$ cat config.mk
export PLATFORM = sky130hd
export DESIGN_NAME = mips_wb_arbiter
export DESIGN_NICKNAME = d
export VERILOG_FILES = /design/src/rtl/mips_wb_arbiter.sv
export SDC_FILE = /design/constraint.sdc
export NUM_CORES = 1
export LEC_CHECK = 0
export BUFFER_PORTS_ARGS = -buffer_cell sky130_fd_sc_hd__buf_4
export CORE_ASPECT_RATIO = 0.5
export CORE_MARGIN = 2
export CORE_UTILIZATION = 45
export CTS_CLUSTER_SIZE = 8
export DETAILED_ROUTE_END_ITERATION = 12
export GPL_TIMING_DRIVEN = 0
export PLACE_DENSITY = 0.69
export RECOVER_POWER = 100
export SETUP_SLACK_MARGIN = 0.4
export SYNTH_ARGS = -nofsm -noshare
export SYNTH_HDL_FRONTEND = slang
export SYNTH_SLANG_ARGS = --single-unit
export TNS_END_PERCENT = 20
$ cat constraint.sdc
create_clock -name CLK -period 3.4 [get_ports CLK]
set_clock_uncertainty 0.15 [all_clocks]
set_input_delay 0.34 -clock CLK [delete_from_list [all_inputs] [get_ports CLK]]
set_output_delay 0.34 -clock CLK [all_outputs]
set_load 0.005 [all_outputs]
$ cat src/rtl/mips_wb_arbiter.sv
// Register-file write-port arbiter: the pipeline writeback port shares the
// register file with a 2-entry result FIFO fed by the multi-cycle unit.
module mips_wb_arbiter #(
    parameter int STARVE_LIMIT = 4
) (
    input  logic        CLK,
    input  logic        RST_N,
    input  logic        WB_VALID,
    input  logic [4:0]  WB_REG,
    input  logic [31:0] WB_DATA,
    input  logic        MDU_VALID,
    output logic        MDU_READY,
    input  logic [4:0]  MDU_REG,
    input  logic [31:0] MDU_DATA,
    input  logic        ISSUE_VALID,
    input  logic [4:0]  ISSUE_REG,
    input  logic [4:0]  CHK_REG1,
    input  logic [4:0]  CHK_REG2,
    output logic        STALL,
    output logic        HOLD,
    output logic        ERR,
    output logic [1:0]  FIFO_COUNT,
    output logic        RegWrite,
    output logic [4:0]  WriteReg,
    output logic [31:0] WriteData
);

    localparam int CW = (STARVE_LIMIT < 1) ? 1 : $clog2(STARVE_LIMIT + 1);
    localparam logic [CW-1:0] LIMIT = CW'(STARVE_LIMIT);

    typedef struct packed {
        logic [4:0]  rd;
        logic [31:0] data;
    } entry_t;

    entry_t        fifo_q [2];
    logic [1:0]    count_q, count_d;
    logic          rd_ptr_q, rd_ptr_d;
    logic          wr_idx;
    entry_t        head;

    logic          push, pop, grant;
    logic [4:0]    grant_reg;
    logic [31:0]   grant_data;

    logic [31:0]   pend_q, pend_d;
    logic [CW-1:0] starve_q, starve_d;
    logic          hold_q, hold_d;
    logic          err_q, err_d;

    logic          regwrite_q, regwrite_d;
    logic [4:0]    wreg_q, wreg_d;
    logic [31:0]   wdata_q, wdata_d;

    // Handshake and arbitration; a freshly pushed entry only becomes visible
    // through count_q on the next cycle, so it cannot drain in the push cycle.
    always_comb begin
        MDU_READY  = (count_q != 2'd2);
        push       = MDU_VALID && MDU_READY;
        pop        = !WB_VALID && (count_q != 2'd0);
        grant      = WB_VALID || pop;
        head       = fifo_q[rd_ptr_q];
        wr_idx     = rd_ptr_q ^ count_q[0];
        grant_reg  = WB_VALID ? WB_REG  : head.rd;
        grant_data = WB_VALID ? WB_DATA : head.data;
    end

    always_comb begin
        count_d  = count_q;
        rd_ptr_d = rd_ptr_q;
        if (push && !pop) begin
            count_d = count_q + 2'd1;
        end else if (pop && !push) begin
            count_d = count_q - 2'd1;
        end
        if (pop) begin
            rd_ptr_d = ~rd_ptr_q;
        end
    end

    // Clear is applied before set so an issue to the same register wins.
    always_comb begin
        pend_d = pend_q;
        if (pop) begin
            pend_d[head.rd] = 1'b0;
        end
        if (ISSUE_VALID && (ISSUE_REG != 5'd0)) begin
            pend_d[ISSUE_REG] = 1'b1;
        end
    end

    always_comb begin
        STALL = ((CHK_REG1 != 5'd0) && pend_q[CHK_REG1]) ||
                ((CHK_REG2 != 5'd0) && pend_q[CHK_REG2]);
    end

    always_comb begin
        starve_d = starve_q;
        if (pop || (count_q == 2'd0)) begin
            starve_d = '0;
        end else if (WB_VALID && (starve_q != LIMIT)) begin
            starve_d = starve_q + CW'(1);
        end
        hold_d = pop ? 1'b0 : (hold_q || (starve_d == LIMIT));
        err_d  = err_q || (WB_VALID && hold_q);
    end

    // Writes to register 0 are consumed but never reach the register file.
    always_comb begin
        regwrite_d = grant && (grant_reg != 5'd0);
        wreg_d     = wreg_q;
        wdata_d    = wdata_q;
        if (regwrite_d) begin
            wreg_d  = grant_reg;
            wdata_d = grant_data;
        end
    end

    always_ff @(posedge CLK or negedge RST_N) begin
        if (!RST_N) begin
            fifo_q[0] <= '0;
            fifo_q[1] <= '0;
        end else if (push) begin
            fifo_q[wr_idx] <= '{rd: MDU_REG, data: MDU_DATA};
        end
    end

    always_ff @(posedge CLK or negedge RST_N) begin
        if (!RST_N) begin
            count_q    <= 2'd0;
            rd_ptr_q   <= 1'b0;
            pend_q     <= '0;
            starve_q   <= '0;
            hold_q     <= 1'b0;
            err_q      <= 1'b0;
            regwrite_q <= 1'b0;
            wreg_q     <= 5'd0;
            wdata_q    <= 32'd0;
        end else begin
            count_q    <= count_d;
            rd_ptr_q   <= rd_ptr_d;
            pend_q     <= pend_d;
            starve_q   <= starve_d;
            hold_q     <= hold_d;
            err_q      <= err_d;
            regwrite_q <= regwrite_d;
            wreg_q     <= wreg_d;
            wdata_q    <= wdata_d;
        end
    end

    assign FIFO_COUNT = count_q;
    assign HOLD       = hold_q;
    assign ERR        = err_q;
    assign RegWrite   = regwrite_q;
    assign WriteReg   = wreg_q;
    assign WriteData  = wdata_q;

endmodule

==> key figures <==
Run status
  • Outcome: finished with violations
  • Failing checks: capacitance limit, slew limit

Detailed routing
  • Drt pass-1 iters: 5
  • Final WL: 17.3 mm
  • Post-DR vias/cell: 5.43
  • Vias: 5298
  • DRT iter0 DRCs: 366
  • Antenna Violating Nets Remaining: 0
  • Wirelength per Cell: 17.7 µm
  • DRC violations left: 0

Setup path
  • WP data arrival: 3030 ps
  • Reg2reg end: WriteData[23]
  • Worst path required time: 3530 ps
  • Setup crit end kind: flop
  • Critical path fanouts, max: 10
  • CP Class: flop to flop
  • R2R Path Start: rd_ptr_q
  • Reg2reg setup slack: 500 ps
  • R2R depth: 6
  • Nature of the critical path startpoint: flop

STA
  • Maximum operating frequency: 0.345 GHz
  • Setup TNS Final: 0 ps
  • Period utilization: 85.2%
  • Setup Viol. Count Final: 0
  • Min Tclk post-route: 2900 ps
  • RSZ-0062 raised after global routing: false
  • Fin. max-slew vios: 74
  • Worst slew pin tran: 1890 ps
  • Worst Hold Slack: 23.2 ps
  • Final hold violation count: 0
  • Slew headroom: -25.8%

Global routing
  • First-pass GRT wire length: 28.1 mm
  • Number of antenna violations at the first check in global routing: 0
  • Gr usage total: 21.0%
  • Grt total ovfl: 0
  • Vias in the first global route: 5448
  • Largest net degree at the start of global routing: 80

Cells and area
  • Antenna cells: 0
  • Most frequent cells in the layout: 152 x dfrtp_1, 98 x o21ai_0, 95 x mux2_2
  • FF/Latch Area: 0.00380 mm²
  • Most common library cell in the layout ignoring fill and taps: dfrtp_1
  • Area Overhead vs Synth: 24.9%
  • Filler cell count in the final layout: 1335
  • Area of the multi-input gates: 0.00324 mm²
  • Final net count: 841
  • Layout cells sized above 1: 36.6%

Place
  • Hpwl dp: 12.4 mm
  • Placer congestion estimate: 0.839
  • Port bufs: 132

Logic synthesis
  • Synth Flop Type: dfrtp_1
  • Netlist cell types: 42
  • Syn Std Cell Area: 0.00731 mm²
  • Number of synthesized flops with an enable pin: 0
  • Synth area leader: dfrtp_1
  • #FFs+latches synth: 152
  • Yosys warns: 0
  • Avg Inst Size Synth: 12.4 µm²
  • Sequential fraction of the synthesis area: 52.0%
  • Synth top area share: 52.0%
  • Top cells by area, synth: dfrtp_1 52%, mux2_2 15%, o21ai_0 6.6%, mux2i_1 6.3%, mux2_4 4.3%
  • Post-Synthesis Cells: 591
  • Synth async-reset ratio: 100%
  • Syn_nets: 688

CTS
  • Post-CTS Setup Repair Bufs: 0
  • H-tree depth: 4
  • Max clock buf depth: 2
  • Num Clock Sinks: 152
  • Num CTS Buffers: 17
  • Worst-path clk slew: 60 ps
  • Worst skew pair latency: 410 ps
  • Clock root buffer master: clkbuf_16
  • CTS tree: done
  • CTS resizes: 0

Min path
  • Worst hold start: MDU_DATA[28]
  • Hold Path End: fifo_q[65]
  • Worst hold path class: primary input to flop
  • Hold Crit Depth: 2

Floorplan
  • Die X: 184 µm
  • I/O pins: 138
  • Starting Density: 46.7%
  • Die area: 0.0173 mm²
  • Placeable Area: 0.0157 mm²
  • Row count: 32
  • Die H: 94.1 µm

Power
  • NetSw: 2.66 mW
  • Combinational power share: 37.4%
  • Clock share of power: 23.7%
  • Flop pwr share: 38.9%
  • Switching Share: 31.8%
  • Max VDD drop: 0.358 mV
  • Internal power: 5.72 mW
  • Leakage: 4.12 nW
  • Power Density: 918 mW/mm²

Run
  • Max-Cap Viols: 1
-- sequential cells by signal (all words and copies together), names as in the netlist --
| signal | cells |
|---|---|
| WriteData | 32 |
| fifo_q | 74 |
| ERR | 1 |
| rd_ptr_q | 1 |
| RegWrite | 1 |
| starve_q | 3 |
| HOLD | 1 |
| FIFO_COUNT | 2 |
| pend_q | 32 |
| WriteReg | 5 |
-- repair_timing --
action / in CTS / in global routing
setup endpoints to repair: 0 / 0
endpoints found under the hold margin: 73 / 0
hold buffers: 1 / 0
-- cell type report --
| type | count | share of cell area (%) |
|---|---|---|
| Inverter | 9 | 0.370 |
| Timing Repair Buffer | 134 | 11.1 |
| Clock inverter | 9 | 1.62 |
| Tap cell | 221 | 3.03 |
| Sequential cell | 152 | 41.6 |
| Clock buffer | 21 | 5.15 |
| Buffer | 32 | 1.68 |
| Multi-Input combinational cell | 398 | 35.4 |
-- worst max-delay path by stage --
stage | startpoint | to | slack [ps]
floorplan | CHK_REG1[2] | STALL | 1230
global placement | CHK_REG1[0] | STALL | 920
detailed placement | CHK_REG1[0] | STALL | 920
CTS | pend_q[15] | STALL | 740
global route | rd_ptr_q | WriteData[23] | 340
finish | rd_ptr_q | WriteData[23] | 500
-- cell families (layout without fill, tap and decap cells) --
group	after synthesis	count (layout)	share of synthesized area, %
DFF	152	152	52.0
adders and majority gates	3	3	0.513
buffers and inverters	41	205	2.89
muxes	175	175	29.2
AOI/OAI and AO/OA	121	121	8.93
and+or+nand+nor	93	93	5.68
xor gates and xnor gates	6	6	0.719
-- cell usage after synthesis, types with 5 or more instances --
| master | instances |
|---|---|
| nand2_1 | 49 |
| nor2_1 | 13 |
| dfrtp_1 | 152 |
| mux2_4 | 21 |
| mux2i_1 | 46 |
| mux2_2 | 96 |
| buf_2 | 16 |
| nand3_1 | 11 |
| clkbuf_1 | 10 |
| buf_6 | 5 |
| o21ai_0 | 97 |
| inv_1 | 9 |
| mux4_2 | 9 |
-- power groups by stage --
stage	sequential (mW)	combinational, mW	clock [mW]
floorplan	3.14	2.27	0
global placement	3.24	3.24	0
detailed placement	3.29	3.31	0
CTS	3.27	3.33	2.02
global route	3.37	3.45	2.11
finish	3.26	3.13	1.99
-- per-layer routing --
layer	GRT usage, %	share of wire (%)	vias up
li1	-	-	2450
met3	2.87	3.7	17
met5	0	0	-
met4	6.13	1.0	0
met2	36.9	51	135
met1	27.4	44	2696
-- stage by stage --
step	util, %	cell area [µm²]	total power, mW	setup slack, ps	instances
floorplan	-	7310	5.41	1230	591
detailed placement	55.0	8610	6.61	922	945
global route	58.3	9130	8.93	339	976
CTS	59.0	9240	8.61	744	976
global placement	54.8	8580	6.47	921	944
finish	58.3	9130	8.38	502	976
-- worst max-delay path, cell delays in order (launching register included) --
cell and delay [ps]:
dfrtp_1 310, clkbuf_1 340, clkbuf_1 600, clkbuf_1 670
mux2i_1 280, o21ai_0 100, mux2_1 320
Note: power is estimated with default switching activity, not from simulation.
